--- config.mk ---
export PLATFORM = sky130hd
export DESIGN_NAME = kernel_sysid_rd_engine
export DESIGN_NICKNAME = d
export VERILOG_FILES = /design/src/rtl/kernel_sysid_checker_rd_engine.sv
export SDC_FILE = /design/constraint.sdc
export NUM_CORES = 1
export LEC_CHECK = 0
export BUFFER_PORTS_ARGS = -buffer_cell sky130_fd_sc_hd__buf_4
export CORE_ASPECT_RATIO = 0.75
export CORE_MARGIN = 10
export CORE_UTILIZATION = 47
export DETAILED_ROUTE_END_ITERATION = 12
export GPL_ROUTABILITY_DRIVEN = 0
export GPL_TIMING_DRIVEN = 1
export PLACE_DENSITY = 0.95
export REMOVE_ABC_BUFFERS = 1
export SETUP_SLACK_MARGIN = 0.02
export SKIP_CTS_REPAIR_TIMING = 1
export SYNTH_ARGS = -nofsm -noshare
export SYNTH_HDL_FRONTEND = slang
export SYNTH_SLANG_ARGS = --single-unit
--- constraint.sdc ---
create_clock -name clock -period 4.4 [get_ports clock]
set_input_delay 0.22 -clock clock [delete_from_list [all_inputs] [get_ports clock]]
set_output_delay 0.22 -clock clock [all_outputs]
set_load 0.005 [all_outputs]
--- src/rtl/kernel_sysid_checker_rd_engine.sv ---
// Single Avalon read: holds the strobe through waitrequest, aborts after TIMEOUT
// stall cycles, and waits READ_LATENCY cycles after accept before signalling ack.
module kernel_sysid_rd_engine #(
  parameter int READ_LATENCY = 0,
  parameter int TIMEOUT      = 255
) (
  input  logic        clock,
  input  logic        reset,
  input  logic        req,
  input  logic        addr,
  output logic        ack,
  output logic        tmo,
  output logic [31:0] data,
  output logic        avm_address,
  output logic        avm_read,
  input  logic        avm_waitrequest,
  input  logic [31:0] avm_readdata
);
  logic [15:0] wait_cnt_q, wait_cnt_d;
  logic [1:0]  lat_cnt_q, lat_cnt_d;
  logic        pend_q, pend_d;
  logic        acc;

  always_comb begin
    avm_address = addr;
    avm_read    = req & ~pend_q;
    data        = avm_readdata;
    acc         = avm_read & ~avm_waitrequest;
    tmo         = avm_read & avm_waitrequest & (wait_cnt_q == 16'(TIMEOUT - 1));
    ack         = 1'b0;
    wait_cnt_d  = wait_cnt_q;
    lat_cnt_d   = lat_cnt_q;
    pend_d      = pend_q;

    // Stall counter restarts for every new read
    if (!req || acc || tmo) wait_cnt_d = '0;
    else if (avm_read)      wait_cnt_d = wait_cnt_q + 16'd1;

    if (!req) begin
      pend_d    = 1'b0;
      lat_cnt_d = '0;
    end else if (pend_q) begin
      if (lat_cnt_q == 2'(READ_LATENCY - 1)) begin
        ack       = 1'b1;
        pend_d    = 1'b0;
        lat_cnt_d = '0;
      end else begin
        lat_cnt_d = lat_cnt_q + 2'd1;
      end
    end else if (acc) begin
      if (READ_LATENCY == 0) ack = 1'b1;
      else                   pend_d = 1'b1;
    end
  end

  always_ff @(posedge clock or posedge reset) begin
    if (reset) begin
      wait_cnt_q <= '0;
      lat_cnt_q  <= '0;
      pend_q     <= 1'b0;
    end else begin
      wait_cnt_q <= wait_cnt_d;
      lat_cnt_q  <= lat_cnt_d;
      pend_q     <= pend_d;
    end
  end
endmodule

==> results of run 1 <==
-- synthesized netlist by cell type --
library cell	n
nand3_1	3
xor2_1	3
nand4_1	5
mux2i_1	1
nand4b_4	1
nand2_1	8
mux2_2	1
nand4_4	1
buf_2	1
nor4_2	1
nor4_1	6
nor2_1	20
ha_1	3
nor2b_1	4
nor3_1	5
o21ai_0	1
a211oi_1	2
xnor2_1	11
buf_6	1
o31ai_4	1
dfrtp_1	19
a21oi_1	1
buf_4	33
and4b_1	1
inv_1	4
-- cell type report --
class	count	area (µm²)
Clock buffer	3	41.3
Clock inverter	1	5.00
Fill cell	257	1460
Inverter	4	15.0
Multi-Input combinational cell	79	534
Sequential cell	19	475
Tap cell	36	45.0
Timing Repair Buffer	6	45.0
-- metrics by stage --
stage	worst slack (ns)	instances
after floorplan	2.89	102
after global placement	2.75	144
after detailed placement	2.64	144
after CTS	2.61	148
after global routing	2.49	148
final	2.62	148
-- per-layer routing --
| metal | vias up | track usage |
|---|---|---|
| li1 | 378 | - |
| met1 | 411 | 0.165 |
| met2 | 42 | 0.147 |
| met3 | 4 | 0.128 |
| met4 | 0 | 0.0263 |
| met5 | - | 0.0200 |
-- cell usage in the layout, fill, tap and decap left out --
cell,count
nor2_1,20
dfrtp_1,19
xnor2_1,11
nand2_1,8
nor4_1,6
buf_4,6
nand4_1,5
nor3_1,5
nor2b_1,4
inv_1,4
nand3_1,3
xor2_1,3
ha_1,3
clkbuf_8,3
a211oi_1,2
nand4_4,1
nor4_2,1
and4b_1,1
o31ai_4,1
nand4b_4,1
mux2i_1,1
o21ai_0,1
a21oi_1,1
mux2_2,1
clkinv_2,1
-- worst max-delay path by stage --
stage	depth (start not counted)	endpoint	slack, ns	from
after floorplan	4	wait_cnt_q[1]$_DFFE_PP0P_	2.89	wait_cnt_q[8]$_DFFE_PP0P_
after global placement	4	wait_cnt_q[1]$_DFFE_PP0P_	2.75	wait_cnt_q[8]$_DFFE_PP0P_
after detailed placement	4	wait_cnt_q[1]$_DFFE_PP0P_	2.64	wait_cnt_q[8]$_DFFE_PP0P_
after CTS	4	tmo	2.61	wait_cnt_q[8]$_DFFE_PP0P_
after global routing	4	wait_cnt_q[0]$_DFFE_PP0P_	2.49	wait_cnt_q[8]$_DFFE_PP0P_
final	4	tmo	2.62	wait_cnt_q[8]$_DFFE_PP0P_
-- power groups by stage --
stage               clock network, µW  registers [µW]  logic [µW]
finish                            120             177        16.4
global route                      135             177        18.6
CTS                               126             177        16.8
detailed placement                  0             180        16.8
global placement                    0             180        16.1
floorplan                           0             180        9.84
-- registers in the layout (all words and copies together), names as in the netlist --
register	flops
pend_q	1
wait_cnt_q	16
lat_cnt_q	2
-- logic make-up (layout without fill, tap and decap cells) --
family	Yosys count	in the layout	share of synthesized area
XOR/XNOR	14	14	0.0951
AND/OR/NAND/NOR	55	55	0.238
flip-flops	19	19	0.369
AO/OA/AOI/OAI	5	5	0.0359
buffers and inverters	39	14	0.216
adder cells (fa/ha/maj)	3	3	0.0291
multiplexers	2	2	0.0165
==> impl_metrics.tcl, run 1 <==
set metrics [dict create \
    outcome "finished clean" \
    grt_max_degree 20 \
    ys_top_cells_by_area "dfrtp_1 (37%), buf_4 (19%), xnor2_1 (7.5%)" \
    portBuffers 6 \
    p_int_uw 244 \
    met2WireLength_mm 1.20 \
    floorplan.rows 16 \
    place_hpwl_mm 2.51 \
    drtIter0Drc 58 \
    syn_to_final_growth_pct -9.90 \
    path_clk_slew_ns 0.07 \
    cp-start-kind "register" \
    fin_setup_tns_ns 0 \
    core_um2 2620 \
    top_layer_used "met4" \
    hp-class "in -> async" \
    reg2reg_depth 4 \
    avgRoutedWirePerCell_um 22.1 \
    stdcell_area_um2 1160 \
    worstPathBufferInverterCount 1 \
    fin_nets 153 \
    powerDensity_nw_per_um2 270 \
    yosysTopAreaCellShare 0.369 \
    path_cells "nor4_2, nand3_1, nor3_1, buf_4" \
    detail_route.first_pass.iterations 5 \
    maxCapViolations 0 \
    reg2reg_slack_ns 2.63 \
    worstPathRequired_ns 4.18 \
    route.met3.wl_um 581 \
    period_share 0.404 \
    h-tree-depth 1 \
    finalWirelength_mm 3.26 \
    syn_avg_cell_area_um2 9.41 \
    track_usage 0.130 \
    avgViaCountPerCell 5.64 \
    crit_type "reg -> out" \
    max_freq_mhz 563 \
    p_sw_uw 69.2 \
    critPathArrivalTime_ns 1.56 \
    swShare 0.221 \
    die_w_um 80.5 \
    power_uw 314 \
    netlist_instances 137 \
    rsz0062_at_grt "false" \
    clkPwrFrac 0.384 \
    synth_seq_cells 19 \
    vias 835 \
    max_slew_margin 0.515 \
    start_util 0.491 \
    max-vdd-ir-drop_mv 0.167 \
    worstSetupEndpointType "output port" \
    report.final.slew_viol_count 0 \
    m1WireLength_mm 1.46 \
    fin_crit_ns 1.78 \
    drive_gt1_frac 0.134 \
    final_util 0.443 \
    clockBufferDepth 2 \
    pwr-share-seq 0.563 \
    cts_buffers 3 \
    final_antenna_net_count 0 \
    worstSkewPairLatency_ns 0.26 \
    placed_area_um2 1110 \
    grt_overflow_total 0 \
    syn_area_um2 1290 \
    synth_top_area_cell "dfrtp_1" \
    p_comb_frac 0.052 \
    finalSetupViolCount 0 \
    r2r_end "wait_cnt_q[0]$_DFFE_PP0P_" \
    dieArea_um2 5260 \
    whs_ns 0.0795 \
    cts_root_buf "clkbuf_8" \
    p_leak_uw 0.000473 \
    drc_errors 0 \
    slowest_delay_ns 0.46 \
    diodes 0 \
    yosys_warnings 0 \
    tightest_slew_ns 0.727 \
    r2r_start "wait_cnt_q[8]$_DFFE_PP0P_" \
    cts_tree "yes" \
    ioPinCount 73 \
    critical-path-top-delay-family "simple AND/OR/NAND/NOR gates" \
    dieHeight_um 65.4 \
    grt_pass1_vias 837 \
    cp_slowest_cell "dfrtp_1" \
    antenna_found_initial 0 \
    grt_pass1_wl_mm 5.07 \
    yosysUniqueCellTypes 25 \
    finClkSkew_ns 0.00684 \
    worst-path-max-fanout 6 \
    hold_violations 0 \
    numClockSinks 19 \
    seq_area_frac_synth 0.369 \
]
Power figures use the tool's default switching activity.
==> run 2: changes to the inputs <==
- ABC_AREA: default -> 1
- CORE_UTILIZATION: 47 -> 45
- PLACE_DENSITY: 0.95 -> 0.91
- clock period: 4.4 -> 1.7 ns (I/O delays scaled with it)
==> run 2 against run 1 <==
Net effect:
- the run now ends with negative hold slack left
- synthesized area grew 8.7%
- count of clock-buffer cells in the layout grew 1
- sequential power grew to 2.6 times the previous value
- sequential cell count is the same
- first-iteration DRC count grew 120%
- die area grew 9.7%
- utilization shrank 0.98 points
- setup slack lost 2.4 ns
- critical endpoint unchanged
==> impl_metrics.tcl, run 2 <==
set metrics [dict create \
    yosysTopAreaCellShare 0.339 \
    cts_buffers 3 \
    maxCapViolations 0 \
    grt_overflow_total 0 \
    finClkSkew_ns 0.00492 \
    p_leak_uw 0.000578 \
    multi_input_comb_area_um2 587 \
    pwr-share-seq 0.550 \
    h-tree-depth 1 \
    vias 1064 \
    cp-startpoint "pend_q$_DFF_PP0_" \
    yosys_warnings 0 \
    netlist_instances 192 \
    max_slew_margin 0.522 \
    fill_cells 300 \
    clkPwrFrac 0.386 \
    report.final.slew_viol_count 0 \
    hp-class "in -> async" \
    diodes 0 \
    antenna_found_initial 0 \
    powerDensity_nw_per_um2 656 \
    synth_seq_cells 19 \
    cts_tree "yes" \
    start_util 0.474 \
    reg.largest.list "wait_cnt_q: 16 flops, lat_cnt_q: 2 flops, pend_q: 1 flops" \
    drc_errors 0 \
    avgRoutedWirePerCell_um 17.7 \
    drive_gt1_frac 0.101 \
    synthFlopType "dfrtp_1" \
    fin_crit_ns 1.50 \
    p_int_uw 643 \
    fin_setup_tns_ns 0 \
    dieHeight_um 68.3 \
    seq_area_um2 475 \
    max_freq_mhz 666 \
    reg2reg_depth 6 \
    worstPathRequired_ns 1.62 \
    worstSetupEndpointType "output port" \
    crit_end "tmo" \
    die_w_um 84.4 \
    synth_top_area_cell "dfrtp_1" \
    p_sw_uw 197 \
    syn_to_final_growth_pct -8.66 \
    grt_max_degree 20 \
    grt_pass1_vias 1031 \
    final_antenna_net_count 0 \
    worstSkewPairLatency_ns 0.26 \
    grt_pass1_wl_mm 5.59 \
    layout_common_cells "nor2_1 (40), nand2_1 (36), dfrtp_1 (19)" \
    reg2reg_slack_ns 0.30 \
    largest_reg_flops 16 \
    cp-start-kind "register" \
    finalWirelength_mm 3.64 \
    p_comb_frac 0.064 \
    syn_area_um2 1400 \
    critPathArrivalTime_ns 1.42 \
    cts_root_buf "clkbuf_8" \
    synth_commonest_cells "nor2_1 (40), nand2_1 (36), buf_4 (33)" \
    r2r_end "wait_cnt_q[8]$_DFFE_PP0P_" \
    hold_violations 19 \
    syn_avg_cell_area_um2 7.30 \
    swShare 0.234 \
    worst-path-max-fanout 10 \
    dieArea_um2 5770 \
    seq_area_frac_synth 0.339 \
    synth_edf_count 0 \
    avgViaCountPerCell 5.17 \
    tightest_slew_ns 0.716 \
    floorplan.rows 17 \
    yosysUniqueCellTypes 23 \
    max-vdd-ir-drop_mv 0.307 \
    portBuffers 6 \
    regMostFlops "wait_cnt_q" \
    crit_type "reg -> out" \
    ioPinCount 73 \
    rsz0062_at_grt "false" \
    violations "negative hold slack" \
    track_usage 0.127 \
    ys_async_sr_fraction 1.00 \
    core_um2 2960 \
    final_common_cell "nor2_1" \
    drtIter0Drc 125 \
    r2r_start "wait_cnt_q[0]$_DFFE_PP0P_" \
    detail_route.first_pass.iterations 4 \
    ys_top_cells_by_area "dfrtp_1 (34%), buf_4 (18%), nor2_1 (11%)" \
    outcome "finished with violations" \
    period_share 0.883 \
    fin_nets 209 \
    whs_ns -0.0612 \
    clockBufferDepth 2 \
    finalSetupViolCount 0 \
    path_clk_slew_ns 0.07 \
    place_hpwl_mm 2.81 \
    numClockSinks 19 \
    synth_most_common_cell "nor2_1" \
]
## run 2: changes by cell type in the layout (fill, tap and decap cells not counted), sizes merged, moves of 2 or more
cell,before,now
nand4,6,4
o21ai,1,4
nor2,20,42
inv,4,20
nand2,8,39
o21bai,0,2
nor2b,4,0
nor3,5,1
nand3,3,14
a211oi,2,0
xnor2,11,3
nor4,7,0
xor2,3,5
## run 2: how the worst min path moves through the flow
stage	from	end	slack, ns
6_report	reset	wait_cnt_q[9]$_DFFE_PP0P_	-0.06
2_1_floorplan	reset	lat_cnt_q[0]$_DFFE_PP0P_	0.04
3_5_place_dp	addr	avm_address	0.17
4_1_cts	reset	wait_cnt_q[12]$_DFFE_PP0P_	-0.03
5_1_grt	reset	wait_cnt_q[14]$_DFFE_PP0P_	0.02
3_3_place_gp	addr	avm_address	0.17
## run 2: final cells by class
type                            count  share of cell area
Tap cell                           38              0.0371
Clock buffer                        4              0.0352
Multi-Input combinational cell    119               0.458
Inverter                           20              0.0626
Sequential cell                    19               0.371
Timing Repair Buffer                6              0.0352
## run 2: cell families (layout without fill, tap and decap cells)
group           after synthesis  in the layout  synth area share
buf+inv                      54             30             0.242
fa+ha+maj                     3              3            0.0268
xor+xnor                      8              8            0.0500
flops                        19             19             0.339
compound gates                8              8            0.0339
simple gates                100            100             0.308
## run 2: worst max-delay path, cell delays in order, from the launching register on
cell and delay (ns):
dfrtp_1 0.40, inv_2 0.11, nand2_4 0.11, inv_6 0.11
nand2_2 0.05, nor2_2 0.08, nand3_2 0.11, inv_1 0.07
buf_4 0.10
## run 2: per-stage QoR
step           instances  total power, µW  utilization  cell area [µm²]  worst slack [ns]
5_1_grt              206              875        0.433             1280            0.0834
6_report             206              839        0.433             1280             0.198
4_1_cts              206              853        0.433             1280             0.191
3_5_place_dp         202              525        0.418             1230             0.299
2_1_floorplan        158              504            -             1140             0.475
3_3_place_gp         202              524        0.418             1230             0.344
## run 2: layer usage
metal  wire length, µm  GRT usage
met1              1650      0.158
met2              1270      0.154
met3               694      0.117
met4                22     0.0246
met5                 0          0
## run 2: power groups by stage
stage	combinational (µW)	clock [µW]	sequential, µW
after floorplan	34.4	0	469
after global placement	53.4	0	470
after detailed placement	54.4	0	471
after CTS	55.1	336	462
after global routing	61.9	351	462
final	53.7	324	462
==> run 3: changes to the inputs <==
--- a/config.mk
+++ b/config.mk
@@ -6,9 +6,9 @@
 export NUM_CORES = 1
 export LEC_CHECK = 0
-export ABC_AREA = 1
+export ABC_AREA = 0
 export BUFFER_PORTS_ARGS = -buffer_cell sky130_fd_sc_hd__buf_4
 export CORE_ASPECT_RATIO = 0.75
 export CORE_MARGIN = 10
-export CORE_UTILIZATION = 45
+export CORE_UTILIZATION = 44
 export DETAILED_ROUTE_END_ITERATION = 12
 export GPL_ROUTABILITY_DRIVEN = 0
==> constraint.sdc (replaced) <==
create_clock -name clock -period 1.7 [get_ports clock]
set_input_delay 0.085 -clock clock [delete_from_list [all_inputs] [get_ports clock]]
set_output_delay 0.085 -clock clock [all_outputs]
set_load 0.02 [all_outputs]
==> run 3 against run 2 <==
Net effect:
- the run still ends with negative hold slack left
- utilization is 1.2 points higher
- sequential share of layout area grew 2.5 points
- combinational power fell by 4.7%
- count of clock-buffer cells in the layout unchanged
- routed wire length decreased by 6.2%
- maximum frequency decreased by 8.3%
- hold slack better by 0.017 ns
- cell area shrank 6.2%
- clock skew down 0.0029 ns
- largest cell class unchanged
- largest power group unchanged
==> impl_metrics.tcl, run 3 (synthesized netlist as in run 1, its figures left out) <==
set metrics [dict create \
    outcome "finished with violations" \
    violations "negative hold slack" \
    finalSetupViolCount 0 \
    maxCapViolations 0 \
    numClockSinks 19 \
    met2WireLength_mm 1.32 \
    fin_crit_ns 1.64 \
    cts_buffers 3 \
    worst-path-max-fanout 6 \
    grt_pass1_wl_mm 5.35 \
    worstPathRequired_ns 1.62 \
    worstSkewPairLatency_ns 0.25 \
    start_util 0.477 \
    max-vdd-ir-drop_mv 0.283 \
    layout_common_cells "nor2_1 (20), dfrtp_1 (18), xnor2_1 (11)" \
    crit_type "reg -> out" \
    track_usage 0.133 \
    detail_route.first_pass.iterations 4 \
    antenna_found_initial 0 \
    reg.largest.list "wait_cnt_q: 16 flops, lat_cnt_q: 2 flops, pend_q: 1 flops" \
    place_hpwl_mm 2.63 \
    fin_setup_tns_ns 0 \
    route.met3.wl_um 673 \
    path_clk_slew_ns 0.07 \
    portBuffers 6 \
    clockBufferDepth 2 \
    worstSetupEndpointType "output port" \
    placed_area_um2 1140 \
    hold_violations 19 \
    finClkSkew_ns 0.00205 \
    cts_tree "yes" \
    die_w_um 82.5 \
    h-tree-depth 1 \
    fin_nets 156 \
    powerDensity_nw_per_um2 681 \
    drtIter0Drc 113 \
    period_share 0.963 \
    finalWirelength_mm 3.41 \
    core_um2 2700 \
    multi_input_comb_area_um2 552 \
    syn_to_final_growth_pct -6.80 \
    floorplan.rows 16 \
    critPathArrivalTime_ns 1.55 \
    grt_pass1_vias 902 \
    hp-class "in -> async" \
    avgViaCountPerCell 5.87 \
    drc_errors 0 \
    grt_overflow_total 0 \
    cp-start-kind "register" \
    top_layer_used "met4" \
    final_antenna_net_count 0 \
    seq_area_um2 477 \
    final_common_cell "nor2_1" \
    power_uw 818 \
    fill_cells 268 \
    report.final.slew_viol_count 0 \
    dieArea_um2 5520 \
    regMostFlops "wait_cnt_q" \
    tightest_slew_ns 0.732 \
    stdcell_area_um2 1200 \
    grt_max_degree 20 \
    ioPinCount 73 \
    whs_ns -0.0442 \
    final_util 0.444 \
    max_slew_margin 0.512 \
    drive_gt1_frac 0.183 \
    p_leak_uw 0.000484 \
    dieHeight_um 66.9 \
    diodes 0 \
    vias 887 \
    avgRoutedWirePerCell_um 22.6 \
    largest_reg_flops 16 \
    m1WireLength_mm 1.41 \
    cts_root_buf "clkbuf_8" \
    max_freq_mhz 611 \
]
-- run 3: worst paths after layout --
kind                                                start                          to  slack (ns)  cells past startpoint
worst max-delay path            wait_cnt_q[8]$_DFFE_PP0P_                         tmo        0.06                      4
worst min-delay path                                reset   wait_cnt_q[3]$_DFFE_PP0P_       -0.04                      2
worst max register to register  wait_cnt_q[8]$_DFFE_PP0P_  wait_cnt_q[11]$_DFFE_PP0P_        0.13                      5
worst min register to register   lat_cnt_q[0]$_DFFE_PP0P_    lat_cnt_q[0]$_DFFE_PP0P_        0.56                      1
max in group asynchronous                           reset   wait_cnt_q[9]$_DFFE_PP0P_        1.24                      2
min in group clock                                    req    lat_cnt_q[1]$_DFFE_PP0P_        0.12                      2
-- run 3: per-layer routing --
layer	vias up	global-route usage
li1	382	-
met3	2	0.135
met2	63	0.158
met4	0	0.00625
met1	440	0.165
met5	-	0.0400
-- run 3: layout make-up --
class,instances,area share
Sequential cell,19,0.397
Inverter,4,0.0125
Timing Repair Buffer,9,0.0563
Tap cell,36,0.0375
Clock buffer,4,0.0375
Multi-Input combinational cell,79,0.459
-- run 3: critical path, cell delays in order (launching register included) --
cell and delay (ns):
dfrtp_1 0.46, nor4_2 0.29, nand3_1 0.19, nor3_2 0.20, buf_4 0.17
-- run 3: metrics by stage --
stage	cells	worst slack, ns
2_1_floorplan	102	0.182
3_3_place_gp	147	0.223
3_5_place_dp	147	0.141
4_1_cts	151	0.0469
5_1_grt	151	-0.000713
6_report	151	0.0624
-- run 3: power breakdown --
part           total, µW  leakage [µW]  switching [µW]  internal, µW
clock                309     0.0000228             143           166
sequential           457      0.000263            3.35           454
combinational       51.2      0.000198            31.2          19.9
total                818      0.000484             178           640
